`src/rtl/waveform_loader.sv`:
```
// Loads or verifies the 16384 x 2-bit waveform LUT through one RAM port.
// Input bytes are unpacked LSB pair first and issued one entry per clock.
module waveform_loader #(
  parameter int ADDR_W = 14,
  parameter int LEN_W  = 15
) (
  input  logic              clk,
  input  logic              rst_n,
  input  logic              start,
  input  logic              mode,
  input  logic [ADDR_W-1:0] start_addr,
  input  logic [LEN_W-1:0]  length,
  input  logic              abort,
  input  logic              in_valid,
  input  logic [7:0]        in_data,
  output logic              in_ready,
  output logic              ram_we,
  output logic [ADDR_W-1:0] ram_addr,
  output logic [1:0]        ram_din,
  input  logic [1:0]        ram_dout,
  output logic              busy,
  output logic              done,
  output logic              mismatch,
  output logic [ADDR_W-1:0] mismatch_addr,
  output logic [1:0]        fsm_state
);

  typedef enum logic [1:0] {
    S_IDLE  = 2'd0,
    S_RUN   = 2'd1,
    S_FLUSH = 2'd2,
    S_DONE  = 2'd3
  } state_t;

  localparam logic [LEN_W-1:0] MAX_LEN = LEN_W'(2 ** ADDR_W);

  state_t            state;
  logic              mode_r;
  logic [ADDR_W-1:0] addr;
  logic [LEN_W-1:0]  rem;
  logic [7:0]        hold;
  logic [1:0]        slot;
  logic              full;
  logic              exp_valid;
  logic [1:0]        exp_pair;
  logic [ADDR_W-1:0] exp_addr;
  logic              mismatch_r;
  logic [ADDR_W-1:0] mismatch_addr_r;

  logic              issue;
  logic              last;
  logic              accept;
  logic [1:0]        pair;
  logic [LEN_W-1:0]  len_clamped;

  // Stream handshake: a byte transfers on every rising edge where
  // in_valid && in_ready; in_ready depends only on internal registers.
  always_comb begin
    issue       = (state == S_RUN) && full;
    last        = issue && (rem == LEN_W'(1));
    pair        = hold[{slot, 1'b0} +: 2];
    in_ready    = (state == S_RUN) && (!full || ((slot == 2'd3) && !last));
    accept      = in_ready && in_valid;
    len_clamped = (length > MAX_LEN) ? MAX_LEN : length;
  end

  assign ram_we        = issue && !mode_r;
  assign ram_addr      = addr;
  assign ram_din       = pair;
  assign busy          = (state != S_IDLE);
  assign done          = (state == S_DONE);
  assign mismatch      = mismatch_r;
  assign mismatch_addr = mismatch_addr_r;
  assign fsm_state     = state;

  always_ff @(posedge clk or negedge rst_n) begin
    if (!rst_n) begin
      state           <= S_IDLE;
      mode_r          <= 1'b0;
      addr            <= '0;
      rem             <= '0;
      hold            <= '0;
      slot            <= '0;
      full            <= 1'b0;
      exp_valid       <= 1'b0;
      exp_pair        <= '0;
      exp_addr        <= '0;
      mismatch_r      <= 1'b0;
      mismatch_addr_r <= '0;
    end else begin
      // Read data returns one cycle after the address, so the compare
      // runs on the delayed copy; this also lets an aborted issue finish.
      exp_valid <= issue && mode_r;
      exp_pair  <= pair;
      exp_addr  <= addr;
      if (exp_valid && (ram_dout != exp_pair) && !mismatch_r) begin
        mismatch_r      <= 1'b1;
        mismatch_addr_r <= exp_addr;
      end

      if (abort) begin
        state <= S_IDLE;
        full  <= 1'b0;
      end else begin
        case (state)
          S_IDLE: begin
            if (start) begin
              mode_r          <= mode;
              addr            <= start_addr;
              rem             <= len_clamped;
              mismatch_r      <= 1'b0;
              mismatch_addr_r <= '0;
              full            <= 1'b0;
              state           <= (length == '0) ? S_FLUSH : S_RUN;
            end
          end
          S_RUN: begin
            if (issue) begin
              addr <= addr + ADDR_W'(1);
              rem  <= rem - LEN_W'(1);
              if (last) begin
                state <= S_FLUSH;
                full  <= 1'b0;
              end else if (slot == 2'd3) begin
                // Refill on the same edge to keep one entry per clock.
                if (accept) begin
                  hold <= in_data;
                  slot <= 2'd0;
                end else begin
                  full <= 1'b0;
                end
              end else begin
                slot <= slot + 2'd1;
              end
            end else if (accept) begin
              hold <= in_data;
              slot <= 2'd0;
              full <= 1'b1;
            end
          end
          S_FLUSH: state <= S_DONE;
          S_DONE:  state <= S_IDLE;
          default: state <= S_IDLE;
        endcase
      end
    end
  end

endmodule

```
`config.mk`:
```
export PLATFORM = sky130hd
export DESIGN_NAME = waveform_loader
export DESIGN_NICKNAME = d
export VERILOG_FILES = /design/src/rtl/waveform_loader.sv
export SDC_FILE = /design/constraint.sdc
export NUM_CORES = 1
export LEC_CHECK = 0
export ABC_AREA = 0
export CORE_UTILIZATION = 50
export CTS_CLUSTER_DIAMETER = 150
export DETAILED_ROUTE_END_ITERATION = 6
export HOLD_SLACK_MARGIN = 0.15
export PLACE_DENSITY = 0.85
export SETUP_SLACK_MARGIN = 0.2
export SLEW_MARGIN = 20
export SYNTH_ARGS = -nofsm -noshare
export SYNTH_HDL_FRONTEND = slang
export SYNTH_SLANG_ARGS = --single-unit
```
`constraint.sdc`:
```
create_clock -name clk -period 2.8 [get_ports clk]
set_input_delay 0.56 -clock clk [delete_from_list [all_inputs] [get_ports clk]]
set_output_delay 0.56 -clock clk [all_outputs]
set_load 0.03 [all_outputs]
```
-- After elaboration in Yosys (flattened, before gate mapping)
Cells that the tools add are included.
- register bits after elaboration: 75
- input bits: 45
- add/subtract/negate cells: 3
- magnitude comparators: 1
- equal/unequal tests: 16
- shift-type cells: 1
- mux-type cells: 37
- bitwise logic cells: 1
- reductions and logical operators: 25
- operators with widths (kind ; count):
    $mux W14 ; 6
    $mux W15 ; 3
    $mux W8 ; 4
    $pmux W15 S2 ; 1
    $pmux W14 S2 ; 1
    $mux W2 ; 9
    $eq A15 B1 Y1 const B ; 1
    $gt A15 B15 Y1 const B ; 1
    $logic_not A15 Y1 ; 1
    $sub A15 B1 Y15 const B ; 1
    $add A14 B1 Y14 const B ; 1
    $mux W1 ; 11
    $logic_and A1 B1 Y1 ; 9
    $ne A3 B3 Y1 const B ; 3
    $reduce_and A3 Y1 ; 3
    $pmux W2 S4 ; 1
    $reduce_and A4 Y1 ; 2
    $shiftx A8 B4 Y2 ; 1
    $eq A2 B2 Y1 const B ; 3
    $ne A2 B2 Y1 const B ; 3
    $ne A5 B4 Y1 const B ; 1
    $ne A5 B5 Y1 const B ; 1
    $reduce_and A5 Y1 ; 1
    $logic_not A1 Y1 ; 4
    11 further kinds ; 12

-- Logic depth before layout (Yosys ltp)
- depth in word-level cells: 14
- gate-level depth with buffers: 9
- mapped depth without buffers: 7

-- Worst setup path before layout
OpenSTA, ideal clock, no wires.
- path type: flip-flop to output port
- start point: register state[1], in the netlist fsm_state[1]
- end point: output port in_ready
- arrival time: 1856 ps
- required time: 2240 ps
- slack: 384 ps
- cell stages (with the launch flop): 7
- buffers on the path: 2
- cells stage by stage: dfrtp_1 -> inv_1 -> ha_1 -> clkbuf_1 -> inv_1 -> clkbuf_1 -> a21oi_1
- word-level cells in the longest chain between the ends: 7
- ends and longest elaborated chain (what ; RTL line ; source):
    start, declared ; 37 ; state_t state;
    start signal, assigned ; 114 ; state <= (length == '0) ? S_FLUSH : S_RUN;
    $eq A2 B1 Y1 (*) ; 59, 62 ;
    $logic_and A1 B1 Y1 ; 59 ; issue = (state == S_RUN) && full;
    $logic_and A1 B1 Y1 ; 60 ; last = issue && (rem == LEN_W'(1));
    $logic_not A1 Y1 ; 62 ; in_ready = (state == S_RUN) && (!full || ((slot == 2'd3) && !last));
    $logic_and A1 B1 Y1 ; 62 ;
    $logic_or A1 B1 Y1 ; 62 ;
    $logic_and A1 B1 Y1 (*) ; 62 ;
    end, declared ; 16 ; output logic in_ready,
Mark *: on every way between the ends. The rest lies on a longest branch, timed or not.

-- Worst setup path in the final report
- start point: register rem[4]
- end point: output port in_ready
- word-level cells in the longest chain between the ends: 6
- ends and longest elaborated chain (what ; RTL line ; source):
    start, declared ; 40 ; logic [LEN_W-1:0] rem;
    start signal, assigned ; 110 ; rem <= len_clamped;
    start signal, assigned ; 120 ; rem <= rem - LEN_W'(1);
    $eq A15 B1 Y1 ; 60 ;
    $logic_and A1 B1 Y1 ; 60 ;
    $logic_not A1 Y1 ; 62 ;
    $logic_and A1 B1 Y1 ; 62 ;
    $logic_or A1 B1 Y1 ; 62 ;
    $logic_and A1 B1 Y1 ; 62 ;
No other way between the ends.

==> reports/metrics.cfg <==
[setup_path]
reg2reg_from=rem[0]
endpoint_kind=primary output
critPathMaxFanout=7
rrSetupSlack_ps=540
reg2reg_depth=7
cp-start-kind=flip-flop
r2r-end=rem[6]
cp.arrival_ps=1890
crit_cells=5
path_buf_inv=1
path_cells=nor2_1 > nand4_2 > nand2_1 > a21oi_1 > buf_4
cp_top_family=simple AND/OR/NAND/NOR gates
worstSetupPathType=flip-flop to primary output
cp.required_ps=2240
crit_slowest_cell=dfrtp_1
slowest_delay_ps=450

[synthesis]
synth.distinct_cells=49
ys_async_sr_fraction_pct=100.0
syn_avg_cell_area_um2=10.59
ys_ff_latch=75
synth_warnings=0
syn-instance-count=352
syn_nets=405
synth_top_flop_cell=dfrtp_1
syn_area_um2=3726
synth_edf_count=0
yosysSeqAreaShare_pct=50.37

[floorplanning]
die_h_um=88.33
dieWidth_um=88.33
rows=31
die_area_um2=7801
start_util_pct=51.65
coreArea_um2=7214
ios=82

[global_route]
grt_pass1_wl_um=14170
overflow=0
first_global_vias=3014
grt_max_degree=76
antenna_found_initial=0
grt_use_total_pct=24.24

[placement]
gp_congestion=0.8445
place_hpwl_um=6290
portBuffers=81

[detailed_routing]
post_drt_via_cell_ratio=5.876
drc=0
antenna_left=0
drt_iter0_drc=183
firstDrtPassIters=6
routed_wl_um=9022
wl_per_cell_um=16.74
dr_total_vias=3167

[sta]
whs_ps=328.2
hold_violations=0
grt_setup_unrepaired=no
tightestPinTransition_ps=918.9
setup_tns_ps=0
maxSlewHeadroom_pct=38.74
fin_worst_skew_ps=7.544
drv_slew=0
period_minus_slack_ps=2455
finalCritPeriodShare_pct=87.67
setup_viol=0
fmax_mhz=407.4

[final_layout]
fillers=572
drive_gt1_share_pct=11.59
diodes=0
area_delta_synth_final_pct=30.73
nets=489
layout_common_cells=dfrtp_1, clkdlybuf4s50_1, nor2_1
multi_input_area_um2=1740
register_area_um2=1877

[power]
power.density_nw_per_um2=1027
leakage_nw=2.226
ir_worst_vdd_mv=0.4696

[cts]
ctsResizeCount=0
cts_tree=done
clk_path_buf_depth=2
cts_setup_buffers=0
clockRootBuffer=clkbuf_8
cts.clk_slew.worst_paths_ps=80
insertion_delay_ps=350
hold_buffers=0
cts_buffers=9
clock-sinks=75
htree_levels=3

[job]
drv_cap=0

[outcome]
outcome=finished, final reports clean

[hold_path]
hold_path.class=primary input to asynchronous set/reset pin

report_power, final:
part	internal (mW)	switching [mW]	leakage, nW
combinational	0.938	1.12	1.18
sequential	1.51	0.511	0.944
clock	0.500	0.416	0.106
stage by stage:
stage | worst slack (ps) | power [mW] | util, % | instance area (um2) | cells
floorplan | 383.7 | 3.278 | - | 3726 | 352
global placement | 433.1 | 3.960 | 64.45 | 4649 | 524
detailed placement | 372.6 | 4.079 | 64.45 | 4649 | 524
CTS | 237.6 | 5.002 | 67.41 | 4863 | 539
global route | 274.5 | 5.291 | 67.52 | 4871 | 539
finish | 345.3 | 5.000 | 67.52 | 4871 | 539
final cells by class:
| class | count | area share, % |
|---|---|---|
| Sequential cell | 75 | 38.53 |
| Timing Repair Buffer | 90 | 18.03 |
| Inverter | 10 | 0.7706 |
| Multi-Input combinational cell | 250 | 35.73 |
| Clock inverter | 6 | 1.849 |
| Tap cell | 99 | 2.543 |
| Clock buffer | 9 | 2.543 |
Yosys cell counts (9+ instances only):
cell type,n,area share (%)
nor3_1,9,1.2
o22ai_1,10,1.7
o21ai_0,26,3.5
inv_1,10,1.0
nor2_1,32,3.2
dfrtp_1,75,50
nand2_1,20,2.0
buf_2,10,1.3
mux2i_1,24,6.4
nand3_1,15,2.0
a21oi_1,16,2.1
sequential cells by signal, summed over array words and instances, names as in the netlist, 2 cells and up:
| signal | count |
|---|---|
| exp_pair | 2 |
| slot | 2 |
| rem | 15 |
| ram_addr | 14 |
| mismatch_addr | 14 |
| exp_addr | 14 |
| fsm_state | 2 |
| hold | 8 |
layer usage:
metal / part of all wire, % / wire (um) / global-route usage (%)
met3: 5.1 / 463 / 4.757
met1: 42 / 3773 / 30.53
met5: 0 / 0 / 0
met4: 3.4 / 305 / 11.44
met2: 50 / 4480 / 40.35
worst max path at each step:
stage / from / end / slack [ps]
after floorplan: fsm_state[1] / in_ready / 380
after global routing: rem[4] / in_ready / 270
final: rem[4] / in_ready / 350
after global placement: start / rem[6] / 430
after CTS: slot[0] / ram_din[0] / 240
after detailed placement: start / rem[6] / 370
cell families after synthesis:
kind of cell    share of synthesized area [%]
simple gates                            18.07
mux                                     11.18
flops                                   50.37
compound gates                          14.17
fa+ha+maj                               2.686
buf+inv                                 3.056
xor+xnor                               0.4702
(Power assumes the default switching activity.)
